`src/rtl/serial_load_ctrl.sv`:
```
// serial_load_ctrl
// Feeds the ACIA receive holding register from either the HPS text-file
// download (buffered in a small FIFO and paced at the selected baud rate so
// the guest software keeps up) or the physical UART receiver (passed straight
// through with 6850-style overrun detection).
module serial_load_ctrl #(
    parameter int FIFO_DEPTH = 16,
    parameter int GAP_FAST   = 50000,
    parameter int GAP_SLOW   = 1600000
) (
    input  logic       clk_sys,
    input  logic       reset,
    input  logic       load_from,
    input  logic       baud_rate,
    input  logic       ioctl_download,
    input  logic       ioctl_wr,
    input  logic [7:0] ioctl_data,
    output logic       ioctl_wait,
    input  logic       uart_rx_valid,
    input  logic [7:0] uart_rx_data,
    output logic [7:0] acia_rx_data,
    output logic       acia_rx_full,
    input  logic       acia_rx_read,
    output logic       overrun,
    output logic       load_active
);

    localparam int AW      = $clog2(FIFO_DEPTH);
    localparam int PW      = AW + 1;
    localparam int GAP_MAX = (GAP_FAST > GAP_SLOW) ? GAP_FAST : GAP_SLOW;
    localparam int GW      = $clog2(GAP_MAX + 1);

    localparam logic [GW-1:0] GAP_FAST_M1 = GW'(GAP_FAST - 1);
    localparam logic [GW-1:0] GAP_SLOW_M1 = GW'(GAP_SLOW - 1);
    localparam logic [PW-1:0] DEPTH_P     = PW'(FIFO_DEPTH);
    localparam logic [PW-1:0] WAIT_LEVEL  = PW'(FIFO_DEPTH - 2);

    typedef enum logic [1:0] {
        S_IDLE = 2'd0,
        S_FULL = 2'd1,
        S_GAP  = 2'd2
    } state_t;

    state_t          state_q, state_d;
    logic [GW-1:0]   gap_q, gap_d;
    logic [PW-1:0]   wr_ptr_q, wr_ptr_d;
    logic [PW-1:0]   rd_ptr_q, rd_ptr_d;
    logic [7:0]      data_q, data_d;
    logic            ovr_q, ovr_d;
    logic            wait_q, wait_d;
    logic            mode_q, mode_d;
    logic [7:0]      fifo_mem_q [FIFO_DEPTH];

    logic [PW-1:0]   count;
    logic            fifo_empty;
    logic            fifo_full;
    logic            mode_change;
    logic            file_push_req;
    logic            push;
    logic            ovr_set;
    logic [7:0]      head;

    assign count         = wr_ptr_q - rd_ptr_q;
    assign fifo_empty    = (count == '0);
    assign fifo_full     = (count == DEPTH_P);
    assign mode_change   = (load_from != mode_q);
    assign file_push_req = !load_from && ioctl_download && ioctl_wr && (ioctl_data != 8'h0A);
    assign push          = file_push_req && !fifo_full && !mode_change;
    assign head          = fifo_mem_q[rd_ptr_q[AW-1:0]];

    // Next-state logic: delivery FSM, FIFO pointers, overrun and back-pressure
    always_comb begin
        state_d  = state_q;
        gap_d    = gap_q;
        wr_ptr_d = wr_ptr_q + (push ? PW'(1) : PW'(0));
        rd_ptr_d = rd_ptr_q;
        data_d   = data_q;
        ovr_set  = 1'b0;
        wait_d   = (count >= WAIT_LEVEL);
        mode_d   = load_from;

        case (state_q)
            S_IDLE: begin
                if (!load_from && !fifo_empty) begin
                    data_d   = head;
                    rd_ptr_d = rd_ptr_q + PW'(1);
                    state_d  = S_FULL;
                end else if (load_from && uart_rx_valid) begin
                    data_d  = uart_rx_data;
                    state_d = S_FULL;
                end
            end
            S_FULL: begin
                if (acia_rx_read) begin
                    if (!load_from) begin
                        state_d = S_GAP;
                        gap_d   = baud_rate ? GAP_SLOW_M1 : GAP_FAST_M1;
                    end else if (uart_rx_valid) begin
                        data_d = uart_rx_data;
                    end else begin
                        state_d = S_IDLE;
                    end
                end else if (load_from && uart_rx_valid) begin
                    ovr_set = 1'b1;
                end
            end
            S_GAP: begin
                if (gap_q == '0) begin
                    state_d = S_IDLE;
                end else begin
                    gap_d = gap_q - GW'(1);
                end
            end
            default: begin
                state_d = S_IDLE;
            end
        endcase

        if (file_push_req && fifo_full) begin
            ovr_set = 1'b1;
        end

        if (ovr_set) begin
            ovr_d = 1'b1;
        end else if (acia_rx_read) begin
            ovr_d = 1'b0;
        end else begin
            ovr_d = ovr_q;
        end

        // A source switch abandons everything belonging to the old source
        if (mode_change) begin
            state_d  = S_IDLE;
            gap_d    = '0;
            wr_ptr_d = '0;
            rd_ptr_d = '0;
            data_d   = 8'h00;
            ovr_d    = 1'b0;
            wait_d   = 1'b0;
        end
    end

    // State register with synchronous reset
    always_ff @(posedge clk_sys) begin
        if (reset) begin
            state_q  <= S_IDLE;
            gap_q    <= '0;
            wr_ptr_q <= '0;
            rd_ptr_q <= '0;
            data_q   <= 8'h00;
            ovr_q    <= 1'b0;
            wait_q   <= 1'b0;
            mode_q   <= load_from;
        end else begin
            state_q  <= state_d;
            gap_q    <= gap_d;
            wr_ptr_q <= wr_ptr_d;
            rd_ptr_q <= rd_ptr_d;
            data_q   <= data_d;
            ovr_q    <= ovr_d;
            wait_q   <= wait_d;
            mode_q   <= mode_d;
        end
    end

    // FIFO storage; contents need no reset because the pointers gate validity
    always_ff @(posedge clk_sys) begin
        if (push) begin
            fifo_mem_q[wr_ptr_q[AW-1:0]] <= ioctl_data;
        end
    end

    assign ioctl_wait   = wait_q;
    assign acia_rx_data = data_q;
    assign acia_rx_full = (state_q == S_FULL);
    assign overrun      = ovr_q;
    assign load_active  = ioctl_download || !fifo_empty || (!load_from && (state_q != S_IDLE));

endmodule

```
`config.mk`:
```
export PLATFORM = sky130hd
export DESIGN_NAME = serial_load_ctrl
export DESIGN_NICKNAME = d
export VERILOG_FILES = /design/src/rtl/serial_load_ctrl.sv
export SDC_FILE = /design/constraint.sdc
export NUM_CORES = 1
export LEC_CHECK = 0
export CORE_MARGIN = 1
export CORE_UTILIZATION = 60
export CTS_CLUSTER_SIZE = 30
export DETAILED_ROUTE_END_ITERATION = 7
export HOLD_SLACK_MARGIN = 0.08
export PLACE_DENSITY = 0.84
export SYNTH_ARGS = -nofsm -noshare
export SYNTH_HDL_FRONTEND = slang
export SYNTH_SLANG_ARGS = --single-unit
```
`constraint.sdc`:
```
create_clock -name clk_sys -period 5.51 [get_ports clk_sys]
set_clock_uncertainty 0.1 [all_clocks]
set_input_delay 1.102 -clock clk_sys [delete_from_list [all_inputs] [get_ports clk_sys]]
set_output_delay 1.102 -clock clk_sys [all_outputs]
set_load 0.03 [all_outputs]
```
==> reports/qor.yml <==
clock_tree:
  cts_root_buf: "clkbuf_16"
  postCtsHoldBufs: 0
  cts.htree.levels: 4
  numCtsBuffers: 17
  cts.repair.resized: 0
  clk_path_buf_depth: 2
  cts_sinks: 176
  insertion_delay_ns: 0.43
  cts_tree: "yes"
  post_cts_buffers: 0
  cts.clk_slew.worst_paths_ns: 0.07
critical_path:
  r2r_start: "wr_ptr_q[2]$_SDFF_PP0_"
  critPathArrivalTime_ns: 3.58
  cp-end-kind: "primary output"
  rr_worst_depth: 7
  r2r-end: "fifo_mem_q[1][6]$_DFFE_PP_"
  worstSetupPathType: "flop to primary output"
  reg2reg_slack_ns: 1.69
  crit_path_max_fanout: 8
  cp.required_ns: 4.31
  start_kind: "flop"
floorplanning:
  rows: 39
  die_w_um: 112
  fp.dieH_um: 112
  initial_core_util_pct: 62.8
  pin_count: 36
  dieArea_mm2: 0.0126
  core_mm2: 0.0116
power:
  p_leak_nw: 2.80
  vdd_drop_max_mv: 0.267
  p_per_area_mw_per_mm2: 325
min_path:
  min_to: "gap_q[11]$_SDFFE_PP0P_"
  worstHoldPathCells: 2
  hold_start: "gap_q[11]$_SDFFE_PP0P_"
  hold_path_class: "flop to flop"
logic_synthesis:
  async_flop_share_pct: 0
  synth_largest_area_cell: "edfxtp_1"
  synth_area_per_cell_um2: 15.1
  syn-cell-area_mm2: 0.00729
  synth.area.top_cells: "edfxtp_1 (53%), dfxtp_1 (13%), mux4_2 (12%)"
  synth_most_common_cell: "edfxtp_1"
  synth.top_cell.area_share_pct: 52.7
  ys_ff_latch: 176
  synthCells: 483
  synth-seq-area-share_pct: 65.9
  synth_ff_type: "edfxtp_1"
  yosys-top-cells-count: "edfxtp_1 (128), dfxtp_1 (48), nor2_1 (46), mux4_2 (40), a21oi_1 (29)"
  synth_nets: 516
  synth_enable_flop_cells: 128
  synth_warnings: 0
  synth.distinct_cells: 49
global_routing:
  first_global_vias: 4459
  grt_pass1_wl_um: 24300
  track_usage_pct: 26.9
  antenna_found_initial: 0
  grt_overflow_total: 0
  grt_max_degree: 33
timing:
  slew_violations: 0
  rsz0062_at_grt: "no"
  fin_crit_ns: 4.78
  tightest_slew_ns: 0.955
  relSlewSlack_pct: 36.3
  finalCritPeriodShare_pct: 86.8
  finalSetupViolations: 0
  timing.fmax_ghz: 0.209
  timing.setup.tns_ns: 0
  finalHoldViolCount: 0
finish:
  fill_cells: 713
  antenna_cells: 0
  fin_nets: 566
  final_layout_size_suffix_gt1_share_pct: 18.3
  final_cells: 689
  area_growth_syn_to_layout_pct: 15.4
drt:
  wire_per_inst_um: 22.7
  drt-pass1-iter-count: 7
  ant_nets: 0
  via_per_inst: 6.42
  drtIter0Drc: 589
  drc: 3
  finalWirelength_um: 15600
  num_vias: 4420
placement:
  io_buffer_count: 35
  dpl.hpwl_um: 10100
  gp_congestion: 0.851
  dp.cells: 657
run_status:
  status: "finished with violations"
  violations: "DRC"
flow_run:
  max_cap_viol_count: 0
cell type report:
type	instances	area, um2	area share, %
inverters	11	41.3	0.490
well taps	143	179	2.13
multi-input cells	276	2350	27.9
repair buffers	51	470	5.59
clock buffers	17	425	5.05
clock inverters	15	149	1.77
flip-flops and latches	176	4810	57.1
power breakdown:
group	internal, mW	switching [mW]	total (mW)
clock	0.637	0.528	1.17
sequential	1.43	0.00576	1.43
combinational	0.0579	0.0842	0.142
total	2.12	0.618	2.74
state kept, by name, summed over array words and instances (netlist names), 2 cells and up, named ones only:
signal        count
acia_rx_data      8
fifo_mem_q      128
gap_q            21
state_q           2
wr_ptr_q          5
rd_ptr_q          5
critical path, stage by stage (launching register included):
cell	delay [ns]
dfxtp_1	0.48
inv_1	0.10
ha_1	0.21
inv_1	0.07
fa_1	0.44
nor3b_1	0.39
o221ai_1	0.41
or3_1	0.46
clkdlybuf4s50_1	0.60
cell families after synthesis:
family	after synthesis	share of synthesized area (%)
AOI/OAI and AO/OA	71	5.88
xor gates and xnor gates	19	2.28
adders and majority gates	9	1.65
buffers and inverters	31	1.96
DFF	176	65.9
muxes	48	13.4
and+or+nand+nor	129	8.92
how the worst max path moves through the flow:
stage,endpoint,from,slack [ns],cells past startpoint
detailed placement,fifo_mem_q[1][2]$_DFFE_PP_,ioctl_data[6],0.90,7
global placement,fifo_mem_q[1][3]$_DFFE_PP_,ioctl_data[6],1.13,7
finish,load_active,wr_ptr_q[0]$_SDFF_PP0_,0.73,8
global route,load_active,wr_ptr_q[0]$_SDFF_PP0_,0.61,8
CTS,load_active,wr_ptr_q[0]$_SDFF_PP0_,0.73,8
floorplan,fifo_mem_q[0][0]$_DFFE_PP_,load_from,1.95,5
per-stage QoR:
| stage | hold slack (ns) | util (%) | cell area, um2 | total power [mW] | setup slack, ns |
|---|---|---|---|---|---|
| after floorplan | 0.353 | - | 7290 | 1.54 | 1.95 |
| after detailed placement | 0.366 | 67.5 | 7840 | 1.60 | 0.898 |
| after global placement | 0.366 | 67.5 | 7840 | 1.60 | 1.13 |
| after CTS | 0.375 | 72.5 | 8420 | 2.75 | 0.728 |
| final | 0.382 | 72.5 | 8420 | 2.74 | 0.726 |
| after global routing | 0.395 | 72.5 | 8420 | 2.82 | 0.608 |
per-layer routing:
layer	track usage, %	part of all wire (%)	vias up
met5	0	0	-
met2	44.1	50	228
met4	9.87	1.8	0
met3	7.07	8.4	31
met1	35.0	40	2187
li1	-	-	1974
placed cells by master, fill, tap and decap left out, drive strengths merged, types with 3 or more instances in the layout:
| master | Yosys | routed |
|---|---|---|
| nand2 | 21 | 21 |
| mux4 | 40 | 40 |
| clkinv | 0 | 3 |
| dfxtp | 48 | 48 |
| a211oi | 6 | 6 |
| nand2b | 3 | 3 |
| nor4 | 7 | 7 |
| a21oi | 29 | 29 |
| xnor2 | 11 | 11 |
| buf | 9 | 16 |
| o21ai | 23 | 23 |
| nand3 | 10 | 10 |
| nor3 | 11 | 11 |
| and3 | 3 | 3 |
| edfxtp | 128 | 128 |
| or2 | 4 | 4 |
| inv | 11 | 19 |
| clkbuf | 11 | 17 |
| nand3b | 4 | 4 |
| xor2 | 8 | 8 |
| ha | 8 | 8 |
| clkinvlp | 0 | 3 |
| mux2i | 8 | 8 |
| nor2 | 47 | 47 |
| or3 | 5 | 5 |
| clkdlybuf4s50 | 0 | 35 |
Power figures use the tool's default switching activity.
